**config.mk**
```make
export PLATFORM = sky130hd
export DESIGN_NAME = zports_flat
export DESIGN_NICKNAME = d
export VERILOG_FILES = /design/src/rtl/zports_if.sv /design/src/rtl/zports.sv /design/src/flat_wrapper.sv
export SDC_FILE = /design/constraint.sdc
export NUM_CORES = 1
export LEC_CHECK = 0
export CAP_MARGIN = 5
export CORE_ASPECT_RATIO = 0.7
export CORE_MARGIN = 2
export CORE_UTILIZATION = 32
export CTS_CLUSTER_DIAMETER = 50
export DETAILED_ROUTE_END_ITERATION = 12
export DONT_BUFFER_PORTS = 1
export PLACE_DENSITY_LB_ADDON = 0.3
export SKIP_LAST_GASP = 1
export SLEW_MARGIN = 40
export SYNTH_ARGS = -nofsm -noshare
export SYNTH_HDL_FRONTEND = slang
export SYNTH_SLANG_ARGS = --single-unit
```
**constraint.sdc**
```tcl
create_clock -name fclk -period 6.3 [get_ports fclk]
set_clock_uncertainty 0.1 [all_clocks]
set_input_delay 1.26 -clock fclk [delete_from_list [all_inputs] [get_ports fclk]]
set_output_delay 1.26 -clock fclk [all_outputs]
set_load 0.02 [all_outputs]
```
**src/rtl/zports_if.sv**
```systemverilog
// ZX-bus port write strobe bundle between the port decoder and the zports register bank.
// Write handshake: the decoder drives ports_addr, ports_wrdata and ports_wrena stable
// for the whole interval ports_wrstb_n is low. That low interval lasts at least three fclk
// cycles and carries exactly one write. ports_rddata is a combinational readback of the
// register selected by ports_addr.
interface zports_if;
    logic       ports_wrena;
    logic       ports_wrstb_n;
    logic [1:0] ports_addr;
    logic [7:0] ports_wrdata;
    logic [7:0] ports_rddata;

    modport master (
        output ports_wrena,
        output ports_wrstb_n,
        output ports_addr,
        output ports_wrdata,
        input  ports_rddata
    );

    modport slave (
        input  ports_wrena,
        input  ports_wrstb_n,
        input  ports_addr,
        input  ports_wrdata,
        output ports_rddata
    );
endinterface

```
**src/rtl/zports.sv**
```systemverilog
// Register bank, W5300/SL811 reset sequencer and interrupt latch behind the ZX port decoder.
// Optional interrupt block (INT register, source syncs, int_req) enabled by `define ZPORTS_INT_EN.
module zports #(
    parameter int RST_LEN = 200,
    parameter int RCV_LEN = 2000
) (
    input  logic       fclk,
    input  logic       rst_n,
    input  logic       zrst_n,
    zports_if.slave    bus,
    output logic [1:0] rommap_win,
    output logic       rommap_ena,
    output logic       w5300_ports,
    output logic       w5300_rst_n,
    output logic       sl811_rst_n,
    input  logic       w5300_int_n,
    input  logic       sl811_intrq,
    output logic       int_req,
    output logic [1:0] dbg_state_o
);

    typedef enum logic [1:0] {
        ST_IDLE    = 2'd0,
        ST_ASSERT  = 2'd1,
        ST_RECOVER = 2'd2
    } state_e;

    localparam logic [15:0] RST_RELOAD = 16'(RST_LEN - 1);
    localparam logic [15:0] RCV_RELOAD = 16'(RCV_LEN - 1);

    // Strobe synchronizer: [0],[1] are the 2-FF sync, [2] is the delayed copy for edge detect.
    logic [2:0] stb_q;
    logic [1:0] zrst_q;
    logic       wr_pulse;
    logic       soft_rst;
    logic       wr_cfg;
    logic       wr_rst;
    logic       wr_int;

    always_ff @(posedge fclk or negedge rst_n) begin
        if (!rst_n) begin
            stb_q  <= 3'b111;
            zrst_q <= 2'b11;
        end else begin
            stb_q  <= {stb_q[1:0], bus.ports_wrstb_n};
            zrst_q <= {zrst_q[0], zrst_n};
        end
    end

    assign wr_pulse = stb_q[2] & ~stb_q[1];
    assign soft_rst = ~zrst_q[1];
    assign wr_cfg   = wr_pulse & bus.ports_wrena & (bus.ports_addr == 2'b01);
    assign wr_rst   = wr_pulse & bus.ports_wrena & (bus.ports_addr == 2'b10);
    assign wr_int   = wr_pulse & bus.ports_wrena & (bus.ports_addr == 2'b11);

    logic [3:0] cfg_q;
    logic [3:0] cfg_d;

    always_comb begin
        cfg_d = cfg_q;
        if (soft_rst) begin
            cfg_d = 4'h0;
        end else if (wr_cfg) begin
            cfg_d = bus.ports_wrdata[3:0];
        end
    end

    always_ff @(posedge fclk or negedge rst_n) begin
        if (!rst_n) begin
            cfg_q <= 4'h0;
        end else begin
            cfg_q <= cfg_d;
        end
    end

    state_e      state_q;
    logic [15:0] cnt_q;
    logic        w5300_rst_q;
    logic        sl811_rst_q;
    logic        busy;

    // Reset sequencer: power-on and soft reset both land in ASSERT with both chips held.
    always_ff @(posedge fclk or negedge rst_n) begin
        if (!rst_n) begin
            state_q     <= ST_ASSERT;
            cnt_q       <= RST_RELOAD;
            w5300_rst_q <= 1'b0;
            sl811_rst_q <= 1'b0;
        end else if (soft_rst) begin
            state_q     <= ST_ASSERT;
            cnt_q       <= RST_RELOAD;
            w5300_rst_q <= 1'b0;
            sl811_rst_q <= 1'b0;
        end else begin
            case (state_q)
                ST_IDLE: begin
                    if (wr_rst && (bus.ports_wrdata[1:0] != 2'b00)) begin
                        state_q     <= ST_ASSERT;
                        cnt_q       <= RST_RELOAD;
                        w5300_rst_q <= ~bus.ports_wrdata[0];
                        sl811_rst_q <= ~bus.ports_wrdata[1];
                    end
                end
                ST_ASSERT: begin
                    if (cnt_q == 16'd0) begin
                        state_q     <= ST_RECOVER;
                        cnt_q       <= RCV_RELOAD;
                        w5300_rst_q <= 1'b1;
                        sl811_rst_q <= 1'b1;
                    end else begin
                        cnt_q <= cnt_q - 16'd1;
                    end
                end
                ST_RECOVER: begin
                    if (cnt_q == 16'd0) begin
                        state_q <= ST_IDLE;
                    end else begin
                        cnt_q <= cnt_q - 16'd1;
                    end
                end
                default: begin
                    state_q     <= ST_IDLE;
                    cnt_q       <= 16'd0;
                    w5300_rst_q <= 1'b1;
                    sl811_rst_q <= 1'b1;
                end
            endcase
        end
    end

    assign busy = (state_q != ST_IDLE);

    logic [7:0] int_rd;

`ifdef ZPORTS_INT_EN
    logic [1:0] wint_q;
    logic [1:0] sint_q;
    logic [1:0] pend_q;
    logic [1:0] pend_d;
    logic [1:0] mask_q;
    logic [1:0] mask_d;
    logic       int_req_q;
    logic       int_req_d;
    logic [1:0] set_v;
    logic [1:0] clr_v;
    logic       unused_wdata;

    always_ff @(posedge fclk or negedge rst_n) begin
        if (!rst_n) begin
            wint_q <= 2'b11;
            sint_q <= 2'b00;
        end else begin
            wint_q <= {wint_q[0], w5300_int_n};
            sint_q <= {sint_q[0], sl811_intrq};
        end
    end

    // A chip held in reset cannot raise a pending bit; a set beats a same-cycle W1C.
    assign set_v = {sint_q[1], ~wint_q[1]} & {sl811_rst_q, w5300_rst_q};
    assign clr_v = wr_int ? bus.ports_wrdata[1:0] : 2'b00;

    always_comb begin
        pend_d    = (pend_q & ~clr_v) | set_v;
        mask_d    = wr_int ? bus.ports_wrdata[5:4] : mask_q;
        int_req_d = |(pend_q & mask_q);
        if (soft_rst) begin
            pend_d    = 2'b00;
            mask_d    = 2'b00;
            int_req_d = 1'b0;
        end
    end

    always_ff @(posedge fclk or negedge rst_n) begin
        if (!rst_n) begin
            pend_q    <= 2'b00;
            mask_q    <= 2'b00;
            int_req_q <= 1'b0;
        end else begin
            pend_q    <= pend_d;
            mask_q    <= mask_d;
            int_req_q <= int_req_d;
        end
    end

    assign int_rd       = {2'b00, mask_q, 2'b00, pend_q};
    assign int_req      = int_req_q;
    assign unused_wdata = ^bus.ports_wrdata[7:6];
`else
    logic unused_int;

    assign int_rd     = 8'h00;
    assign int_req    = 1'b0;
    assign unused_int = ^{bus.ports_wrdata[7:4], w5300_int_n, sl811_intrq, wr_int};
`endif

    always_comb begin
        bus.ports_rddata = 8'hFF;
        case (bus.ports_addr)
            2'b00:   bus.ports_rddata = 8'hFF;
            2'b01:   bus.ports_rddata = {4'h0, cfg_q};
            2'b10:   bus.ports_rddata = {busy, 5'b00000, sl811_rst_q, w5300_rst_q};
            2'b11:   bus.ports_rddata = int_rd;
            default: bus.ports_rddata = 8'hFF;
        endcase
    end

    assign rommap_ena  = cfg_q[0];
    assign rommap_win  = cfg_q[2:1];
    assign w5300_ports = cfg_q[3];
    assign w5300_rst_n = w5300_rst_q;
    assign sl811_rst_n = sl811_rst_q;
    assign dbg_state_o = state_q;

endmodule

```
**src/flat_wrapper.sv**
```systemverilog
// flat-port wrapper written by rule: the top's interface ports become plain ports
module zports_flat 
#(
    parameter int RST_LEN = 200,
    parameter int RCV_LEN = 2000
)
  (fclk, rst_n, zrst_n, rommap_win, rommap_ena, w5300_ports, w5300_rst_n, sl811_rst_n, w5300_int_n, sl811_intrq, int_req, dbg_state_o, bus_ports_wrena, bus_ports_wrstb_n, bus_ports_addr, bus_ports_wrdata, bus_ports_rddata);
  zports_if bus_i ();
  input  logic fclk;
  input  logic rst_n;
  input  logic zrst_n;
  output logic [1:0] rommap_win;
  output logic rommap_ena;
  output logic w5300_ports;
  output logic w5300_rst_n;
  output logic sl811_rst_n;
  input  logic w5300_int_n;
  input  logic sl811_intrq;
  output logic int_req;
  output logic [1:0] dbg_state_o;
  input wire logic [$bits(bus_i.ports_wrena)-1:0] bus_ports_wrena;
  input wire logic [$bits(bus_i.ports_wrstb_n)-1:0] bus_ports_wrstb_n;
  input wire logic [$bits(bus_i.ports_addr)-1:0] bus_ports_addr;
  input wire logic [$bits(bus_i.ports_wrdata)-1:0] bus_ports_wrdata;
  output wire logic [$bits(bus_i.ports_rddata)-1:0] bus_ports_rddata;
  assign bus_i.ports_wrena = bus_ports_wrena;
  assign bus_i.ports_wrstb_n = bus_ports_wrstb_n;
  assign bus_i.ports_addr = bus_ports_addr;
  assign bus_i.ports_wrdata = bus_ports_wrdata;
  assign bus_ports_rddata = bus_i.ports_rddata;
  zports #(.RST_LEN(RST_LEN), .RCV_LEN(RCV_LEN)) u_core (.fclk(fclk), .rst_n(rst_n), .zrst_n(zrst_n), .bus(bus_i), .rommap_win(rommap_win), .rommap_ena(rommap_ena), .w5300_ports(w5300_ports), .w5300_rst_n(w5300_rst_n), .sl811_rst_n(sl811_rst_n), .w5300_int_n(w5300_int_n), .sl811_intrq(sl811_intrq), .int_req(int_req), .dbg_state_o(dbg_state_o));
endmodule
```
**Word-level counts from Yosys, hierarchy flattened**

Index checks and enable logic that the tools add are counted.

- Div/mod/pow operators: 0
- Magnitude comparators: 0
- Multiply operators: 0
- Bitwise operators: 7
- Equal/unequal tests: 11
- Reduce and logical (&&, ||, !) cells: 9
- Add/sub/neg operators: 1
- Mux-type cells: 20
- Shifts and indexed selects: 0

Operators by type and width:

| kind | count |
|---|---|
| two-way mux 16 bit | 4 |
| case mux 16 bit (3 select lines) | 1 |
| case mux 8 bit (4 select lines) | 1 |
| zero test 16 bit | 1 |
| subtractor 16 x 1 -> 16 bit, second input constant | 1 |
| != test 3 bit, second input constant | 4 |
| two-way mux 2 bit | 4 |
| two-way mux 4 bit | 2 |
| equality test 2 bit, second input constant | 3 |
| case mux 1 bit (3 select lines) | 2 |
| case mux 2 bit (3 select lines) | 1 |
| AND reduction 3 bit | 2 |
| two-way mux 1 bit | 5 |
| AND 1 bit | 4 |
| equality test 2 x 1 -> 1 bit, second input constant | 2 |
| zero test 2 bit | 2 |
| != test 2 bit, second input constant | 2 |
| nonzero test 2 bit | 2 |
| NOT 1 bit | 3 |
| AND reduction 2 bit | 1 |
| logical AND 1 bit | 1 |

- Bits in writable memories: 0
- Bits in latches: 0
- Input bits: 17
- Output and inout bits: 17
- ROM bits: 0
- Bits in registers: 29
- Logic and storage cells: 55
- Memories: 0

**Logic depth before layout (Yosys ltp)**

- Depth after elaboration: 8
- Depth in mapped cells: 8
- Gate-level depth less buffers: 7

**Worst setup path after synthesis**

Ideal clock, no wire load.

- Kind: input to output
- From: input bus_ports_addr[1]
- To: output bus_ports_rddata[5]
- Arrival: 2,007 ps
- Setup slack: 2,933 ps
- Stages on the path: 3
- Data required time: 4,940 ps
- Path through: clkbuf_1 nor2_1 buf_4

- Longest elaborated chain between the ends: 2
- Elaborated cells on any way between the ends: 5
- Those cells by class: eq/ne (3); mux (1); reduce/logical (1)

RTL lines:

| what | line | RTL |
|---|---|---|
| start, declared | flat_wrapper.sv:23 | `input wire logic [$bits(bus_i.ports_addr)-1:0] bus_ports_addr;` |
| equality test 2 bit, or another cell as far along | n/a |  |
| case mux 8 bit (4 select lines) * | zports.sv:198 | `case (bus.ports_addr)` |
| end, declared | flat_wrapper.sv:25 | `output wire logic [$bits(bus_i.ports_rddata)-1:0] bus_ports_rddata;` |

Mark *: on every way between the ends. The rest lies on a longest branch, timed or not.

**Worst setup path after layout**

- From: input bus_ports_addr[1]
- To: output bus_ports_rddata[1]

Same word-level chain as after synthesis.

==> results.yml <==
cts:
  cts_made_buffers: 5
  clkTransAtPathRegs_ns: 0.06
  clockRootBuffer: "clkbuf_8"
  cts_setup_buffers: 0
  clock_sinks: 29
  postCtsHoldBufs: 0
  ctsLongestPathBuffers: 2
  insertion_delay_ns: 0.28
  cts_resized: 0
  cts_tree: "yes"
  htreeDepth: 2
drt:
  vias: 1293
  firstDrtPassIters: 4
  final_antenna_net_count: 0
  via_per_inst: 5.41
  routedWlPerCell_microns: 14.6
  drc: 0
  routed_wl_microns: 3480
  drt_iter0_drc: 102
critical_path:
  cp-start-kind: "input pin"
  startpoint: "bus_ports_addr[1]"
  arrival_ns: 1.79
  worst-path-stages: 2
  required_ns: 4.94
  r2r-end: "u_core.cnt_q[10]$_DFFE_PN0P_"
  crit_type: "input pin to primary output"
  crit_chain: "nand2b_1 > a21oi_1"
  r2r-start: "u_core.cnt_q[0]$_DFFE_PN1P_"
  cp_max_fo: 10
  critPathSlowestCell: "a21oi_1"
  r2r_cells: 7
  critPathCaptureType: "primary output"
  critPathMaxStageDelay_ns: 0.41
  crit_end: "bus_ports_rddata[1]"
  r2r_slack_ns: 3.54
  crit_buf_inv: 0
  cp_top_family: "compound AO/OA/AOI/OAI gates"
sta:
  final-hold-violation-count: 0
  fin_crit_sh: 0.500
  min_period_ns: 3.15
  timing.setup.tns_ns: 0
  setup_viol_count_final: 0
  rsz0062_at_grt: "false"
  slew_violations: 0
  worst_slew_pin_slew_ns: 0.767
  relSlewSlack: 0.488
  max_clock_freq_ghz: 0.318
run:
  drv_cap: 0
power:
  clkPwrFrac: 0.403
  pwr-share-comb: 0.054
  intPower_uw: 276
  leakage_uw: 0.000684
  power.density_nw_per_um2: 207
  ir_worst_vdd_v: 0.0000935
  switching_power_uw: 86.0
  p_sw_frac: 0.238
  pwr-share-seq: 0.543
cells_and_area:
  drive_gt1_frac: 0.159
  final.fill_count: 504
  multiInputGateArea_sq_um: 811
  final_net_count: 187
  seqCellArea_sq_um: 739
  antenna_cells: 0
  areaGrowthSynthToFinish_pct: 8.04
  stdcell_count: 239
synth:
  syn_nets: 188
  ys_ff_latch: 29
  synth_area_sq_um: 1620
  avgSynthCellArea_sq_um: 9.52
  syn_inst: 170
  ys_warn_count: 0
  yosysUniqueCellTypes: 44
  synth_seq_area_share: 0.457
placed_design:
  gp_routability_congestion: 0.800
  io_buffers: 0
  dp_cells: 231
  dp_hpwl_microns: 2560
min_path:
  hp-class: "flip-flop to flip-flop"
global_route:
  grt_usage: 0.138
  grt_use_met3: 0.0367
  grt_max_degree: 30
  grt.met1_usage: 0.221
  busiest_layer: "met1"
  grt_pass1_wl_microns: 5980
  antenna_found_initial: 0
  met2_usage: 0.171
  grt_pass1_vias: 1178
  gr-total-overflow: 0
die:
  initial_core_util: 0.335
  ios: 34
  die_w_microns: 89.0
  fp.dieH_microns: 63.5
  die_area_sq_um: 5650
  num_rows: 21
  core_area_sq_um: 4830
outcome:
  status: "complete, no violations"
[stage by stage]
stage / setup WS [ns] / total power, uW / util / hold slack, ns / area (sq um)
2_1_floorplan: 2.93 / 217 / - / 0.245 / 1620
3_3_place_gp: 2.88 / 218 / 0.342 / 0.247 / 1660
3_5_place_dp: 3.11 / 219 / 0.343 / 0.248 / 1660
4_1_cts: 3.15 / 367 / 0.361 / 0.257 / 1740
5_1_grt: 3.11 / 382 / 0.362 / 0.265 / 1750
6_report: 3.15 / 362 / 0.362 / 0.256 / 1750
[cells in the final DEF, fill, tap and decap left out, drive strengths merged, types with 3 or more instances in the layout]
master,instances
dfrtp,18
a21oi,16
nor2,16
nand2,11
dfstp,11
o21ai,9
inv,7
xor2,6
mux2i,5
clkbuf,5
or4,5
nand2b,4
nor2b,4
nor4,4
nor3,4
or3,4
a21o,4
o211ai,3
o21a,3
nor3b,3
[power by group through the flow]
stage          clock network, uW  logic [uW]  registers, uW
2_1_floorplan                  0        18.9            198
3_3_place_gp                   0        18.8            199
3_5_place_dp                   0        19.4            200
4_1_cts                      151        19.5            196
5_1_grt                      163        21.6            197
6_report                     146        19.5            197
[layout make-up]
| cell class | instances | share of cell area |
|---|---|---|
| Tap cell | 69 | 0.0494 |
| Clock buffer | 5 | 0.0393 |
| Multi-Input combinational cell | 126 | 0.464 |
| Clock inverter | 3 | 0.0100 |
| Inverter | 7 | 0.0150 |
| Sequential cell | 29 | 0.423 |
[state kept, by name (all words and copies together), names as in the netlist]
signal / count
u_core.cnt_q: 16
u_core.cfg_q: 4
u_core.stb_q: 3
u_core.dbg_state_o: 2
u_core.zrst_q: 2
u_core.sl811_rst_n: 1
u_core.w5300_rst_n: 1
[worst min-delay path by stage]
stage	startpoint	end	cells after the start	slack (ns)
finish	u_core.zrst_q[0]$_DFF_PN1_	u_core.zrst_q[1]$_DFF_PN1_	0	0.26
global route	u_core.zrst_q[0]$_DFF_PN1_	u_core.zrst_q[1]$_DFF_PN1_	0	0.26
CTS	u_core.zrst_q[0]$_DFF_PN1_	u_core.zrst_q[1]$_DFF_PN1_	0	0.26
detailed placement	u_core.zrst_q[0]$_DFF_PN1_	u_core.zrst_q[1]$_DFF_PN1_	0	0.25
global placement	u_core.stb_q[0]$_DFF_PN1_	u_core.stb_q[1]$_DFF_PN1_	0	0.25
floorplan	u_core.stb_q[0]$_DFF_PN1_	u_core.stb_q[1]$_DFF_PN1_	0	0.25
[cells by family after synthesis]
logic type      count (synthesis)  synth area share
simple gates                   62             0.207
compound gates                 49             0.205
flops                          29             0.457
buf+inv                        15            0.0471
xor+xnor                        8            0.0433
mux                             5            0.0309
fa+ha+maj                       1           0.00773
other cells                     1           0.00232
[cells in the mapped netlist, drive strengths merged]
cell type  number  area [sq um]
nor4            4          25.0
nor3            4          20.0
or3             4          25.0
o31ai           1          7.51
o41ai           2          17.5
a22oi           1          7.51
nor2b           4          25.0
conb            1          3.75
xor2            6          52.6
o311ai          1          16.3
dfstp          11           289
nand2          11          41.3
buf             5          38.8
nand3           2          10.0
nor2           16          60.1
or3b            1          8.76
a21o            4          30.0
o211ai          3          22.5
a22o            1          8.76
clkbuf          3          11.3
xnor2           2          17.5
a221o           1          10.0
or2             1          6.26
o21bai          1          7.51
o22a            1          8.76
o221ai          2          17.5
ha              1          12.5
mux2i           5          50.1
o2111ai         2          17.5
a31o            1          8.76
nor3b           3          22.5
and4b           1          10.0
inv             7          26.3
or4             5          41.3
a21oi          16          80.1
o21ai           9          48.8
dfrtp          18           450
nand3b          2          15.0
o21a            3          22.5
nand2b          4          25.0
[metal layers]
metal | up-vias | routed length [microns]
met5 | - | 0
met4 | 0 | 38
met3 | 5 | 148
met2 | 25 | 1460
met1 | 645 | 1840
li1 | 618 | -
(Power assumes the default switching activity.)
